==> config.mk <==
export PLATFORM = sky130hd
export DESIGN_NAME = shift_sequencer_flat
export DESIGN_NICKNAME = d
export VERILOG_FILES = /design/src/rtl/shift_sequencer_if.sv /design/src/rtl/shift_sequencer.sv /design/src/flat_wrapper.sv
export SDC_FILE = /design/constraint.sdc
export NUM_CORES = 1
export LEC_CHECK = 0
export CORE_AREA = 2 2 50 70
export DETAILED_ROUTE_END_ITERATION = 8
export DIE_AREA = 0 0 52 72
export PLACE_DENSITY_LB_ADDON = 0.25
export SETUP_SLACK_MARGIN = 0.3
export SLEW_MARGIN = 20
export SYNTH_ARGS = -nofsm -noshare
export SYNTH_HDL_FRONTEND = slang
export SYNTH_SLANG_ARGS = --single-unit
==> constraint.sdc <==
create_clock -name clk -period 5.58 [get_ports clk]
set_clock_uncertainty 0.1 [all_clocks]
set_input_delay 1.674 -clock clk [delete_from_list [all_inputs] [get_ports clk]]
set_output_delay 1.674 -clock clk [all_outputs]
set_load 0.05 [all_outputs]
==> src/rtl/shift_sequencer_if.sv <==
`default_nettype none
// ============================================================================
// shift_sequencer_if : command/result/rotator bundle for shift_sequencer
// Revision 1.0
// ============================================================================
interface shift_sequencer_if #(
   parameter int DATA_W = 8,
   parameter int CNT_W  = 8
);
   logic              start;
   logic [DATA_W-1:0] din;
   logic [CNT_W-1:0]  total_amt;
   logic              dir;
   logic [DATA_W-1:0] sh_in;
   logic [2:0]        sh_amt;
   logic              sh_lr;
   logic [DATA_W-1:0] sh_out;
   logic              ready;
   logic              busy;
   logic              done_tick;
   logic [DATA_W-1:0] dout;

   modport master (
      output start, din, total_amt, dir, sh_out,
      input  sh_in, sh_amt, sh_lr, ready, busy, done_tick, dout
   );

   modport slave (
      input  start, din, total_amt, dir, sh_out,
      output sh_in, sh_amt, sh_lr, ready, busy, done_tick, dout
   );
endinterface
`default_nettype wire

==> src/rtl/shift_sequencer.sv <==
`default_nettype none
// ============================================================================
// shift_sequencer : multi-pass controller driving an external 8-bit rotator
// Revision 1.0
// ============================================================================
module shift_sequencer #(
   parameter int DATA_W   = 8,
   parameter int CNT_W    = 8,
   parameter int STEP_MAX = 7
) (
   input  wire logic        clk,
   input  wire logic        reset_n,
   shift_sequencer_if.slave bus
);
   typedef enum logic [1:0] {
      S_IDLE = 2'd0,
      S_RUN  = 2'd1,
      S_DONE = 2'd2
   } state_t;

   localparam logic [CNT_W-1:0] C_STEP_MAX = CNT_W'(STEP_MAX);

   state_t            r_state;
   logic [DATA_W-1:0] r_acc;
   logic [DATA_W-1:0] r_dout;
   logic [CNT_W-1:0]  r_rem;
   logic              r_dir;
   logic              r_ready;
   logic              r_busy;
   logic              r_done_tick;

   logic [2:0]        w_step;
   logic              w_last;

   // step never exceeds rem, so rem cannot underflow
   assign w_step = (r_rem > C_STEP_MAX) ? 3'(STEP_MAX) : r_rem[2:0];
   assign w_last = (r_rem <= C_STEP_MAX);

   assign bus.sh_in     = r_acc;
   assign bus.sh_amt    = (r_state == S_RUN) ? w_step : 3'd0;
   assign bus.sh_lr     = r_dir;
   assign bus.ready     = r_ready;
   assign bus.busy      = r_busy;
   assign bus.done_tick = r_done_tick;
   assign bus.dout      = r_dout;

   always_ff @(posedge clk or negedge reset_n) begin
      if (!reset_n) begin
         r_state     <= S_IDLE;
         r_acc       <= '0;
         r_rem       <= '0;
         r_dir       <= 1'b0;
         r_dout      <= '0;
         r_ready     <= 1'b1;
         r_busy      <= 1'b0;
         r_done_tick <= 1'b0;
      end else begin
         case (r_state)
            // DONE accepts a new command exactly like IDLE (no idle gap)
            S_IDLE, S_DONE: begin
               r_done_tick <= 1'b0;
               r_ready     <= 1'b1;
               r_busy      <= 1'b0;
               r_state     <= S_IDLE;
               if (bus.start) begin
                  r_acc <= bus.din;
                  r_rem <= bus.total_amt;
                  r_dir <= bus.dir;
                  if (bus.total_amt != '0) begin
                     r_state <= S_RUN;
                     r_ready <= 1'b0;
                     r_busy  <= 1'b1;
                  end else begin
                     r_state     <= S_DONE;
                     r_dout      <= bus.din;
                     r_done_tick <= 1'b1;
                  end
               end
            end
            S_RUN: begin
               r_acc <= bus.sh_out;
               r_rem <= r_rem - {{(CNT_W-3){1'b0}}, w_step};
               if (w_last) begin
                  r_state     <= S_DONE;
                  r_dout      <= bus.sh_out;
                  r_done_tick <= 1'b1;
                  r_ready     <= 1'b1;
                  r_busy      <= 1'b0;
               end
            end
            default: begin
               r_state     <= S_IDLE;
               r_ready     <= 1'b1;
               r_busy      <= 1'b0;
               r_done_tick <= 1'b0;
            end
         endcase
      end
   end
endmodule
`default_nettype wire

==> src/flat_wrapper.sv <==
// flat-port wrapper written by rule: the top's interface ports become plain ports
module shift_sequencer_flat 
#(
   parameter int DATA_W   = 8,
   parameter int CNT_W    = 8,
   parameter int STEP_MAX = 7
)
  (clk, reset_n, bus_start, bus_din, bus_total_amt, bus_dir, bus_sh_out, bus_sh_in, bus_sh_amt, bus_sh_lr, bus_ready, bus_busy, bus_done_tick, bus_dout);
  shift_sequencer_if #(.DATA_W(DATA_W), .CNT_W(CNT_W)) bus_i ();
  input  wire logic clk;
  input  wire logic reset_n;
  input wire logic [$bits(bus_i.start)-1:0] bus_start;
  input wire logic [$bits(bus_i.din)-1:0] bus_din;
  input wire logic [$bits(bus_i.total_amt)-1:0] bus_total_amt;
  input wire logic [$bits(bus_i.dir)-1:0] bus_dir;
  input wire logic [$bits(bus_i.sh_out)-1:0] bus_sh_out;
  output wire logic [$bits(bus_i.sh_in)-1:0] bus_sh_in;
  output wire logic [$bits(bus_i.sh_amt)-1:0] bus_sh_amt;
  output wire logic [$bits(bus_i.sh_lr)-1:0] bus_sh_lr;
  output wire logic [$bits(bus_i.ready)-1:0] bus_ready;
  output wire logic [$bits(bus_i.busy)-1:0] bus_busy;
  output wire logic [$bits(bus_i.done_tick)-1:0] bus_done_tick;
  output wire logic [$bits(bus_i.dout)-1:0] bus_dout;
  assign bus_i.start = bus_start;
  assign bus_i.din = bus_din;
  assign bus_i.total_amt = bus_total_amt;
  assign bus_i.dir = bus_dir;
  assign bus_i.sh_out = bus_sh_out;
  assign bus_sh_in = bus_i.sh_in;
  assign bus_sh_amt = bus_i.sh_amt;
  assign bus_sh_lr = bus_i.sh_lr;
  assign bus_ready = bus_i.ready;
  assign bus_busy = bus_i.busy;
  assign bus_done_tick = bus_i.done_tick;
  assign bus_dout = bus_i.dout;
  shift_sequencer #(.DATA_W(DATA_W), .CNT_W(CNT_W), .STEP_MAX(STEP_MAX)) u_core (.clk(clk), .reset_n(reset_n), .bus(bus_i));
endmodule
Word level (Yosys, flattened, before mapping)
Index checks and enable logic that the tools add are counted.
{"block": "word_totals", "ff_bits": 30, "latch_bits": 0, "mem_bits_rw": 0, "mem_bits_ro": 0, "in_bits": 28, "out_inout_bits": 23, "word_cells": 47, "mem_count": 0}
{"block": "op_classes", "addsub": 1, "mul": 0, "n_div": 0, "order_cmp": 2, "n_eq_ne": 5, "shifts": 0, "muxes": 24, "bitwise": 0, "reduce_logical": 7}
{"operator": "$pmux W8 S2", "count": 3}
{"operator": "$mux W8", "count": 5}
{"operator": "$gt A8 B3 Y1 const B", "count": 1}
{"operator": "$le A8 B3 Y1 const B", "count": 1}
{"operator": "$reduce_bool A8 Y1", "count": 1}
{"operator": "$sub A8 B3 Y8", "count": 1}
{"operator": "$mux W1", "count": 7}
{"operator": "$mux W2", "count": 3}
{"operator": "$mux W3", "count": 2}
{"operator": "$pmux W1 S2", "count": 3}
{"operator": "$ne A2 B2 Y1 const B", "count": 2}
{"operator": "$pmux W2 S2", "count": 1}
{"operator": "$reduce_and A2 Y1", "count": 2}
{"operator": "$reduce_and A4 Y1", "count": 1}
{"operator": "$eq A2 B1 Y1 const B", "count": 1}
{"operator": "$eq A2 B2 Y1 const B", "count": 1}
{"operator": "$logic_not A2 Y1", "count": 1}
{"operator": "$ne A2 B1 Y1 const B", "count": 1}
{"operator": "$reduce_bool A2 Y1", "count": 1}
{"operator": "$reduce_or A2 Y1", "count": 1}

Depth between registers and ports, before layout
{"block": "logic_depth", "word_depth": 4, "ltp_mapped": 10, "ltp_nobuf": 8}

Least setup slack after synthesis
No wires, ideal clock.
{"block": "synth_path", "path_type": "register to output", "from": "register u_core.bus.busy (netlist name)", "to": "output bus_sh_amt[0]", "arrival_ps": 1769, "t_required_ps": 3806, "setup_slack_ps": 2037, "stages_incl_launch_ff": 4, "n_path_buf": 1, "path_cell_list": "dfrtp_1 -> nand2b_1 -> clkbuf_1 -> nor2_1"}
{"item": "end: declaration", "line": "flat_wrapper.sv:18", "text": "output wire logic [$bits(bus_i.sh_amt)-1:0] bus_sh_amt;"}

Worst setup path after layout
{"block": "layout_path", "from": "register u_core.r_rem[5]", "to": "output bus_sh_amt[1]"}
{"block": "layout_between", "elab_chain_len": 3}
{"item": "start: declaration", "line": "shift_sequencer.sv:26", "text": "logic [CNT_W-1:0] r_rem;"}
{"item": "start signal: assignment", "line": "shift_sequencer.sv:67", "text": "r_rem <= bus.total_amt;"}
{"item": "start signal: assignment", "line": "shift_sequencer.sv:82", "text": "r_rem <= r_rem - {{(CNT_W-3){1'b0}}, w_step};"}
{"item": "$gt A8 B3 Y1", "line": "shift_sequencer.sv:36", "text": "assign w_step = (r_rem > C_STEP_MAX) ? 3'(STEP_MAX) : r_rem[2:0];"}
{"item": "$mux W3", "line": "shift_sequencer.sv:36"}
{"item": "$mux W3", "line": "shift_sequencer.sv:40", "text": "assign bus.sh_amt = (r_state == S_RUN) ? w_step : 3'd0;"}
Every way passes these cells.

==> flow_metrics.env <==
export IMPL_max_slew_margin=0.432
export IMPL_path_class="reg2out"
export IMPL_swShare=0.489
export IMPL_hold_violations=0
export IMPL_layout_nets=227
export IMPL_place_gp_congestion=0.894
export IMPL_synthArstFlopShare=1.00
export IMPL_io_pins=51
export IMPL_dieArea_um2=3740
export IMPL_avgRoutedWirePerCell_um=15.3
export IMPL_leakage_nw=0.910
export IMPL_vias=1289
export IMPL_die_y_um=72
export IMPL_drt_antenna_violating_nets=0
export IMPL_intPower_w=0.000712
export IMPL_synth_area_um2=1430
export IMPL_htreeDepth=1
export IMPL_tns_ns=0
export IMPL_p_seq_frac=0.273
export IMPL_timing_fmax_mhz=236
export IMPL_ys_seq_area_frac=0.493
export IMPL_finalCriticalPeriod_ns=4.24
export IMPL_synth_cell_type_count=32
export IMPL_routed_wl_um=3600
export IMPL_clock_sinks=28
export IMPL_grt_start_max_net_pins=29
export IMPL_track_usage=0.203
export IMPL_setup_slack_ns=1.34
export IMPL_synth_seq_cells=28
export IMPL_antenna_found_initial=0
export IMPL_vias_per_cell=5.46
export IMPL_grt_pass1_wl_um=5730
export IMPL_crit_arrival_ns=2.47
export IMPL_synth_edf_count=0
export IMPL_synthFlopType="dfrtp_1"
export IMPL_worstPathMaxFanout=8
export IMPL_setup_viol=0
export IMPL_numPortBuffers=50
export IMPL_dp_slack_ns=1.69
export IMPL_areaGrowthSynthToFinish_pct=41.6
export IMPL_cts_root_buf="clkbuf_8"
export IMPL_cts_hold_buffers=0
export IMPL_first_pass_iters=4
export IMPL_start_kind="flip-flop"
export IMPL_cts_tree="built"
export IMPL_fin_crit_sh=0.760
export IMPL_path_clk_slew_ns=0.09
export IMPL_netlist_instances=150
export IMPL_synth_top_area_share=0.474
export IMPL_maxCapViolCount=0
export IMPL_fin_cells=236
export IMPL_postCtsSetupBuffers=0
export IMPL_start_util=0.461
export IMPL_post_route_drc_count=0
export IMPL_drive_gt1_frac=0.0914
export IMPL_rows=24
export IMPL_yosys_top_cells_area="dfrtp_1 47%, nand2_1 10%, mux2_2 7.1%"
export IMPL_yosys_area_top_type="dfrtp_1"
export IMPL_hold_class="reg2reg"
export IMPL_n_antenna_cell=0
export IMPL_avgSynthCellArea_um2=9.50
export IMPL_post_dp_hpwl_um=2590
export IMPL_grt_ovfl_total=0
export IMPL_outcome="completed"
export IMPL_core_um2=3090
export IMPL_rsz0062_at_grt="false"
export IMPL_slew_viol_final=0
export IMPL_p_per_area_nw_per_um2=690
export IMPL_yosysWarnings=0
export IMPL_worstSkewPairLatency_ns=0.27
export IMPL_grt_pass1_vias=1334
export IMPL_power_switching_w=0.000680
export IMPL_cts_resized_gates=0
export IMPL_endpoint_kind="output port"
export IMPL_syn_nets=179
export IMPL_p_clk_frac=0.113
export IMPL_combPwrFrac=0.614
export IMPL_worst_pin_slew_ns=0.852
export IMPL_crit_required_ns=3.81
export IMPL_die_x_um=52
export IMPL_ctsLongestPathBuffers=2
export IMPL_dp_cells=232
export IMPL_cts_buffers=3
export IMPL_peakVddDrop_uv=367
export IMPL_drtIter0Drc=32
==> power groups by stage <==
| stage | logic, W | clock network [W] | registers [W] |
|---|---|---|---|
| 2_1_floorplan | 0.000359 | 0 | 0.000604 |
| 3_3_place_gp | 0.000837 | 0 | 0.000371 |
| 3_5_place_dp | 0.000857 | 0 | 0.000379 |
| 4_1_cts | 0.000860 | 0.000161 | 0.000378 |
| 5_1_grt | 0.000908 | 0.000169 | 0.000391 |
| 6_report | 0.000855 | 0.000157 | 0.000380 |
==> critical path: stages (launching register included) <==
cell and delay, ns:
dfrtp_1 0.45, or3_1 0.46, or2_1 0.36, nor2_1 0.14, nor2_1 0.05, clkdlybuf4s50_1 0.74
==> layer usage <==
layer	routed length (µm)	track usage	vias up
li1	-	-	609
met4	63	0.0936	0
met5	0	0	-
met2	1920	0.356	53
met3	178	0.0185	8
met1	1440	0.246	619
==> final timing paths <==
check / startpoint / end / slack [ns] / cells after the start
worst max-delay path: u_core.r_rem[5]$_DFFE_PN0P_ / bus_sh_amt[1] / 1.34 / 5
worst min-delay path: u_core.bus.sh_lr$_DFFE_PN0P_ / u_core.bus.sh_lr$_DFFE_PN0P_ / 0.40 / 2
worst max register to register: u_core.r_rem[5]$_DFFE_PN0P_ / u_core.r_rem[6]$_DFFE_PN0P_ / 2.52 / 8
worst min register to register: u_core.bus.sh_lr$_DFFE_PN0P_ / u_core.bus.sh_lr$_DFFE_PN0P_ / 0.40 / 2
max in group asynchronous: reset_n / u_core.bus.ready$_DFFE_PN1N_ / 3.40 / 2
min in group asynchronous: reset_n / u_core.r_rem[1]$_DFFE_PN0P_ / 1.68 / 2
==> synth_stat cells, types with 2 or more instances <==
library cell	number
inv_1	2
dfrtp_1	27
nand2b_1	4
mux2_2	9
nand2_1	39
mux2i_1	9
a22oi_1	3
nor2b_1	2
clkbuf_1	6
o211ai_1	3
nor4_1	2
o21ai_0	11
nand3_1	6
nor2_1	9
==> layout make-up <==
type	count	area, µm²
Clock buffer	3	41.3
Clock inverter	1	30.0
Sequential cell	28	702
Tap cell	39	48.8
Fill cell	278	1070
Multi-Input combinational cell	111	673
Timing Repair Buffer	52	515
Inverter	2	7.51
==> registers in the layout (all words and copies together) (netlist names) <==
name,count
u_core.bus.busy,1
u_core.bus.dout,8
u_core.bus.ready,1
u_core.bus.sh_in,8
u_core.bus.sh_lr,1
u_core.r_rem,8
u_core.r_state,1
==> placed cells by master, fill, tap and decap left out, types with 2 or more instances in the layout <==
| cell | n |
|---|---|
| clkdlybuf4s50_1 | 50 |
| nand2_1 | 39 |
| dfrtp_1 | 27 |
| o21ai_0 | 11 |
| nor2_1 | 9 |
| mux2_2 | 9 |
| mux2i_1 | 9 |
| nand3_1 | 6 |
| nand2b_1 | 4 |
| o211ai_1 | 3 |
| a22oi_1 | 3 |
| clkbuf_8 | 3 |
| nor2b_1 | 2 |
| nor4_1 | 2 |
| inv_1 | 2 |
| buf_4 | 2 |
==> stage by stage <==
stage | util | cell area [µm²] | hold WS, ns | total power [W]
final | 0.653 | 2020 | 0.401 | 0.00139
after CTS | 0.653 | 2020 | 0.403 | 0.00140
after floorplan | - | 1430 | 0.386 | 0.000963
after detailed placement | 0.629 | 1950 | 0.380 | 0.00124
after global placement | 0.629 | 1950 | 0.366 | 0.00121
after global routing | 0.653 | 2020 | 0.444 | 0.00147
==> kinds of logic (layout without fill, tap and decap cells) <==
logic type	after synthesis	in the layout	synth area share
buffers and inverters	11	58	0.0351
adders and majority gates	1	1	0.00878
and+or+nand+nor	67	67	0.206
DFF	28	28	0.493
muxes	18	18	0.134
AOI/OAI and AO/OA	25	25	0.123
Note: power is estimated with default switching activity, not from simulation.
